## src/rtl/bet_spin_ctrl.sv

```systemverilog
// Bet/spin front end for the roulette game: collects up to 12 bets over a
// valid/ready byte stream, runs a timed spin, then samples and scores the
// winning number.
//
// state  | meaning
// -------+-----------------------------------------------------------
// IDLE   | accepting bets; a spin request with at least one bet starts a spin
// SPIN   | spin_check high; settle timer counting down to the sample point
// RESULT | win_number/hit_mask valid and held until clear
// ERROR  | sampled number out of range; a spin request retries with bets kept
module bet_spin_ctrl #(
   parameter int SETTLE_CYCLES = 16,
   parameter int MAX_NUMBER    = 36
) (
   input  logic        clock,
   input  logic        reset,
   input  logic        bet_valid,
   input  logic [5:0]  bet_data,
   output logic        bet_ready,
   input  logic        spin_req,
   input  logic        clear,
   output logic        spin_check,
   input  logic [5:0]  led_number,
   output logic [7:0]  bet1,
   output logic [7:0]  bet2,
   output logic [7:0]  bet3,
   output logic [7:0]  bet4,
   output logic [7:0]  bet5,
   output logic [7:0]  bet6,
   output logic [7:0]  bet7,
   output logic [7:0]  bet8,
   output logic [7:0]  bet9,
   output logic [7:0]  bet10,
   output logic [7:0]  bet11,
   output logic [7:0]  bet12,
   output logic [3:0]  bet_count,
   output logic [5:0]  win_number,
   output logic        win_valid,
   output logic [11:0] hit_mask,
   output logic        error,
   output logic [1:0]  state_out
);

   localparam logic [5:0]  MAX_NUM   = 6'(MAX_NUMBER);
   localparam logic [15:0] TIMER_LD  = 16'(SETTLE_CYCLES - 1);
   localparam logic [3:0]  NUM_SLOTS = 4'd12;

   typedef enum logic [1:0] {
      ST_IDLE   = 2'd0,
      ST_SPIN   = 2'd1,
      ST_RESULT = 2'd2,
      ST_ERROR  = 2'd3
   } state_t;

   state_t      state_q, state_d;
   logic [7:0]  bet_q [12];
   logic [3:0]  count_q;
   logic [15:0] timer_q;
   logic [5:0]  win_q;
   logic        win_valid_q;
   logic [11:0] hit_q;
   logic        error_q;

   logic        accept;
   logic        spin_done;
   logic        sample_ok;
   logic        enter_spin;
   logic [11:0] hit_d;

   assign bet_ready  = (state_q == ST_IDLE) && (count_q < NUM_SLOTS) && (bet_data <= MAX_NUM);
   assign accept     = bet_valid && bet_ready;
   assign spin_done  = (state_q == ST_SPIN) && (timer_q == 16'd0);
   assign sample_ok  = (led_number <= MAX_NUM);
   assign enter_spin = (state_d == ST_SPIN) && (state_q != ST_SPIN);

   // Next-state selection; clear overrides every other request.
   always_comb begin
      state_d = state_q;
      case (state_q)
         ST_IDLE:   if (spin_req && ((count_q != 4'd0) || accept)) state_d = ST_SPIN;
         ST_SPIN:   if (spin_done) state_d = sample_ok ? ST_RESULT : ST_ERROR;
         ST_RESULT: state_d = ST_RESULT;
         ST_ERROR:  if (spin_req) state_d = ST_SPIN;
         default:   state_d = ST_IDLE;
      endcase
      if (clear) state_d = ST_IDLE;
   end

   // Score every occupied slot against the number being sampled.
   always_comb begin
      hit_d = '0;
      for (int i = 0; i < 12; i++) begin
         hit_d[i] = bet_q[i][7] && (bet_q[i][5:0] == led_number);
      end
   end

   // State register.
   always_ff @(posedge clock) begin
      if (reset) state_q <= ST_IDLE;
      else       state_q <= state_d;
   end

   // Bet storage, settle timer and result capture.
   always_ff @(posedge clock) begin
      if (reset || clear) begin
         for (int i = 0; i < 12; i++) bet_q[i] <= 8'd0;
         count_q     <= 4'd0;
         timer_q     <= 16'd0;
         win_q       <= 6'd0;
         win_valid_q <= 1'b0;
         hit_q       <= 12'd0;
         error_q     <= 1'b0;
      end else begin
         if (accept) begin
            for (int i = 0; i < 12; i++) begin
               if (count_q == 4'(i)) bet_q[i] <= {2'b10, bet_data};
            end
            count_q <= count_q + 4'd1;
         end
         if (enter_spin) begin
            timer_q <= TIMER_LD;
            error_q <= 1'b0;
         end else if ((state_q == ST_SPIN) && (timer_q != 16'd0)) begin
            timer_q <= timer_q - 16'd1;
         end
         if (spin_done && !clear) begin
            if (sample_ok) begin
               win_q       <= led_number;
               win_valid_q <= 1'b1;
               hit_q       <= hit_d;
            end else begin
               error_q <= 1'b1;
            end
         end
      end
   end

   assign spin_check = (state_q == ST_SPIN);
   assign bet1       = bet_q[0];
   assign bet2       = bet_q[1];
   assign bet3       = bet_q[2];
   assign bet4       = bet_q[3];
   assign bet5       = bet_q[4];
   assign bet6       = bet_q[5];
   assign bet7       = bet_q[6];
   assign bet8       = bet_q[7];
   assign bet9       = bet_q[8];
   assign bet10      = bet_q[9];
   assign bet11      = bet_q[10];
   assign bet12      = bet_q[11];
   assign bet_count  = count_q;
   assign win_number = win_q;
   assign win_valid  = win_valid_q;
   assign hit_mask   = hit_q;
   assign error      = error_q;
   assign state_out  = state_q;

endmodule

```

## config.mk

```make
export PLATFORM = sky130hd
export DESIGN_NAME = bet_spin_ctrl
export DESIGN_NICKNAME = d
export VERILOG_FILES = /design/src/rtl/bet_spin_ctrl.sv
export SDC_FILE = /design/constraint.sdc
export NUM_CORES = 1
export LEC_CHECK = 0
export CELL_PAD_IN_SITES_DETAIL_PLACEMENT = 0
export CELL_PAD_IN_SITES_GLOBAL_PLACEMENT = 1
export CORE_MARGIN = 5
export CORE_UTILIZATION = 40
export DETAILED_ROUTE_END_ITERATION = 7
export DONT_BUFFER_PORTS = 1
export HOLD_SLACK_MARGIN = 0.06
export PLACE_DENSITY = 0.71
export REMOVE_ABC_BUFFERS = 1
export SYNTH_ARGS = -nofsm -noshare
export SYNTH_HDL_FRONTEND = slang
export SYNTH_SLANG_ARGS = --single-unit
export TNS_END_PERCENT = 5
```

## constraint.sdc

```tcl
create_clock -name clock -period 7.2 [get_ports clock]
set_clock_uncertainty 0.15 [all_clocks]
set_input_delay 1.44 -clock clock [delete_from_list [all_inputs] [get_ports clock]]
set_output_delay 1.44 -clock clock [all_outputs]
set_load 0.02 [all_outputs]
```

======== Yosys cells after proc, flatten, opt, wreduce, memory -nomap -nowiden ========
Memory sizes are Yosys's and may differ from the RTL's.
Cells that the tools add are included.
storage, ports and cells
  flip-flop bits (word level) ............. 42
  memory bits (writable) .................. 84
  word-level logic and storage cells ...... 158
  input bits .............................. 17
  output and inout port bits .............. 124
  memories ................................ 1
cells by class
  magnitude comparators ................... 3
  bitwise gates (word level) .............. 12
  $add $sub $neg .......................... 2
  eq/ne operators ......................... 28
  reduce and logical (&&, ||, !) cells .... 31
  multiplexer cells ....................... 73
memories
  name   depth  width  read ports  clocked after Yosys merged registers in  write ports  line  text
  bet_q  12     7      12          0                                        12           56    logic [7:0] bet_q [12];
operator list
  cell                     count
  $mux W7                  12
  $eq A6 B6 Y1             12
  $mux W1                  54
  $logic_and A1 B1 Y1      20
  $eq A4 B3 Y1 const B     4
  $eq A4 B4 Y1 const B     4
  $logic_not A16 Y1        1
  $reduce_bool A16 Y1      1
  $sub A16 B1 Y16 const B  1
  $le A6 B6 Y1 const B     2
  $or A1 B1 Y1             12
  $eq A4 B2 Y1 const B     2
  $mux W2                  4
  $mux W4                  2
  $pmux W2 S4              1
  $add A4 B1 Y4 const B    1
  $eq A2 B1 Y1 const B     2
  $eq A2 B2 Y1 const B     2
  $eq A4 B1 Y1 const B     1
  $logic_not A4 Y1         1
  $lt A4 B4 Y1 const B     1
  $reduce_bool A4 Y1       1
  $logic_not A2 Y1         1
  $logic_or A1 B1 Y1       2
  5 further kinds          5

======== Depth between registers and ports, before layout ========
  depth after elaboration ................. 14
  mapped depth ............................ 8
  mapped depth without buffers ............ 7

======== Worst setup path after synthesis ========
No wires, ideal clock.
  path type ............................... input to output
  start point ............................. input port bet_data[0]
  end point ............................... output port bet_ready
  slack ................................... 3.592 ns
  stages .................................. 3
  arrival time ............................ 2.018 ns
  buffers on the path ..................... 0
  cell sequence ........................... o211ai_1 > and2_1 > and3_1
on the way
  cells in the longest elaborated chain, start to end .. 2
RTL lines
  item                 line  text
  start: declaration   18    input logic [5:0] bet_data,
  $le A6 B6 Y1         70    assign bet_ready = (state_q == ST_IDLE) && (count_q < NUM_SLOTS) && (bet_data <= MAX_NUM);
  $logic_and A1 B1 Y1  70
  end: declaration     19    output logic bet_ready,
Every way passes these cells.

======== Final worst setup path ========
  start point ............................. input port bet_data[3]
  end point ............................... output port bet_ready
Same word-level chain as after synthesis.

==> results.txt <==
- Share of the yosys chip area belonging to registers: 56.84%
- Synthesis produced 560 cells.
* Total power draw: 0.001892 W
* Pins over their slew limit: 0
- Setup Total Neg Slack: 0 ps
- The critical path runs through a total of 3 cells.
- Mapped Area: 5758 µm²
- The layout has 1316 filler cells.
- Static timing analysis puts the maximum clock frequency at 0.2728 GHz.
- Clock latency on the worst-skew pair, taken at its later pin, is 420 ps.
- The initial antenna violation count came to 0.
* Footprint of the multi-input gates: 2215 µm²
* Worst Hold Depth: 2
- Clock period minus final worst setup slack: 3666 ps
- Worst hold margin: 327.2 ps
- From synthesis to final layout, the design area changed by 12.15%.
- During synthesis, Yosys emitted a total of 0 warnings.
- Proportion of register bits with asynchronous set or reset after synthesis: 0%
* Wire length of the first global-routing pass: 23850 µm
- Setup slack on the worst flop-to-flop path: 3990 ps
- Clock tree synthesis inserted a total of 17 buffers.
* Total Routing Usage GR: 18.95%
- On the critical path, the stage with the largest delay is an instance of sky130_fd_sc_hd__and3_1.
* Vias in the first global route: 4066
- Yosys instantiated no cell more often than sky130_fd_sc_hd__nor2_1.
- CP peak stage delay: 280 ps
- The synthesized design contains 75 enable-type register cells.
- Routability-driven placement finished with a final weighted congestion of 0.7890.
* Worst Path Class, Setup: input port to output port
- Routed wire length: 15540 µm
- Core region area: 13990 µm²
- Outcome: finished clean
* Die Area: 16890 µm²
* I/O pin count: 141
- Routed wire length per instance: 20.97 µm
- Worst Path Required: 5610 ps
* Area share of the largest cell type after synthesis: 39.11%
- Kind of cell with the highest combined delay on the critical path: simple AND/OR/NAND/NOR gates
- From left edge to right edge, the die measures 130.0 µm.
- Global route overflow: 0
- Summing over every cut layer, the via total after detailed routing is 4002.
- The H-tree was split into 4 levels.
* Arrival time at the worst endpoint: 2080 ps
- Ranking of synthesized cells by instance count: sky130_fd_sc_hd__nor2_1, sky130_fd_sc_hd__edfxtp_1, sky130_fd_sc_hd__nand2_1, sky130_fd_sc_hd__xor2_1, sky130_fd_sc_hd__dfxtp_1
- Leading register cell type out of synthesis: sky130_fd_sc_hd__edfxtp_1
- Post-route fraction of the period consumed by the critical path: 50.92%
- Setup repair after global routing left no endpoint under its margin.
* Hold Crit Class: register to register
* Sequence of cells on the critical path: o21ai_0, and2_1, and3_1
- Clock Sinks: 126
- In this run the core area contains 43 standard-cell rows.
* Detail Placement HPWL: 10880 µm
* Total setup buffers inserted after CTS: 0
* Hold Violations, Final: 0
- Of the cells placed in the final design, the portion with a size suffix greater than 1 is 6.595%.
- IR analysis of the VDD net gives a maximum drop of 0.1532 mV.
* Maximum number of pins on one net before global-route repair: 41
- Die boundary height: 130.0 µm
- The number of different library cells used by synthesis comes to 49.
* Cell type with the largest total area after synthesis: sky130_fd_sc_hd__edfxtp_1
* Final Net Count: 571
- The longest clock path from root to sink contains 2 buffers.
- Flop and latch count out of synthesis: 126
- Synthesized area per cell: 10.28 µm²
* Static power due to leakage: 2.401 nW
* Worst R2R Path Depth: 5
- Initial Utilization: 41.16%
- The worst setup path is captured at an output port.
- Clock-pin slew was measured on the worst setup and hold paths at 50 ps.
- Number of buffers and inverters on the critical path: 0
- The detail route stage leaves a number of antenna-violating nets equal to 0.
- Worst-path fanout max: 2
* Hold-fix buffer count after cts: 0
- The detailed router finished its first iteration with 289 violations.
- # resized after CTS: 0
- Core occupancy in the finished layout: 46.16%
- Final-report setup violation count: 0
- # Max-Cap Violations: 0
- Number of antenna cells inserted: 0
* CTS tree: built
- In this run the power density over the cells is 292.9 nW/µm².
- Number of vias per cell after detailed routing: 5.401
- After detailed routing, the number of remaining DRC violations is 0.
* Actual transition at the worst max-transition pin: 982.6 ps
- CTS placed an instance of sky130_fd_sc_hd__clkbuf_16 at the clock tree root.
* Kind of launch point of the worst setup path: input port
* First-pass iteration count of the detailed router: 5
* Number of buffer cells added on primary ports: 0
* Worst rel slew slack: 33.57%
- In the final layout, flip-flops and latches occupy 3273 µm².
- Yosys attributes the largest share of cell area to sky130_fd_sc_hd__edfxtp_1, sky130_fd_sc_hd__dfxtp_1, sky130_fd_sc_hd__xor2_1, sky130_fd_sc_hd__nor2_1, sky130_fd_sc_hd__nand2_1.
==> cell type report <==
cell class              instances  area share [%]
clock buffers                  19           6.704
repair buffers                  1          0.1163
multi-input cells             379           34.30
clock inverters                13           3.371
well taps                     180           3.488
inverters                      23           1.337
flip-flops and latches        126           50.69
==> report_power, final <==
group / internal, W / switching, W
Sequential: 0.000789 / 0.0000552
Combinational: 0.0000310 / 0.0000614
Clock: 0.000645 / 0.000310
==> path summary, 6_finish.rpt <==
check	from	endpoint
hold / removal	timer_q[5]$_SDFFE_PP0P_	timer_q[5]$_SDFFE_PP0P_
setup / recovery	bet_data[3]	bet_ready
hold reg to reg	timer_q[5]$_SDFFE_PP0P_	timer_q[5]$_SDFFE_PP0P_
setup reg to reg	state_out[0]$_SDFF_PP0_	timer_q[15]$_SDFFE_PP0P_
==> logic make-up (layout without fill, tap and decap cells) <==
| family | count (synthesis) | count (layout) | share of synthesized area [%] |
|---|---|---|---|
| AND/OR/NAND/NOR | 215 | 215 | 17.19 |
| flip-flops | 126 | 126 | 56.84 |
| XOR/XNOR | 80 | 80 | 12.17 |
| buffers and inverters | 66 | 56 | 5.411 |
| AO/OA/AOI/OAI | 64 | 64 | 6.650 |
| adder cells (fa/ha/maj) | 6 | 6 | 1.304 |
| multiplexers | 2 | 2 | 0.3694 |
| other | 1 | 12 | 0.06513 |
==> state kept, by name, indices dropped and copies added, names as in the netlist <==
register / cells
win_number: 6
bet_q: 84
win_valid: 1
state_out: 2
timer_q: 16
error: 1
bet_count: 4
hit_mask: 12
==> through the flow <==
step / cell area (µm²) / instances / setup WS (ps)
global route: 6457 / 741 / 3477
CTS: 6457 / 741 / 3534
detailed placement: 5807 / 709 / 3222
global placement: 5807 / 709 / 3328
floorplan: 5574 / 528 / 3592
finish: 6457 / 741 / 3534
==> placed cells by master, fill, tap and decap left out, drive strengths merged, types with 6 or more instances in the layout <==
master	count
a21oi	40
xnor2	12
edfxtp	75
conb	12
nor2	79
nand3	11
or3	8
nor3	14
clkbuf	19
nand2	68
bufinv	6
nor4	14
xor2	68
inv	24
o21ai	6
ha	6
dfxtp	51
==> routing by layer <==
layer,share of wire (%),vias to the layer above,global-route usage (%)
met2,48,201,30.72
li1,-,1854,-
met3,12,25,7.941
met1,39,1922,22.71
met5,0,-,0
met4,1.7,0,6.785
==> worst min-delay path: stages (launching register included) <==
cell                      delay, ps
sky130_fd_sc_hd__dfxtp_1        320
sky130_fd_sc_hd__nand2_1         50
sky130_fd_sc_hd__a21oi_1         60
No activity file was read; power rests on OpenSTA's default activity.
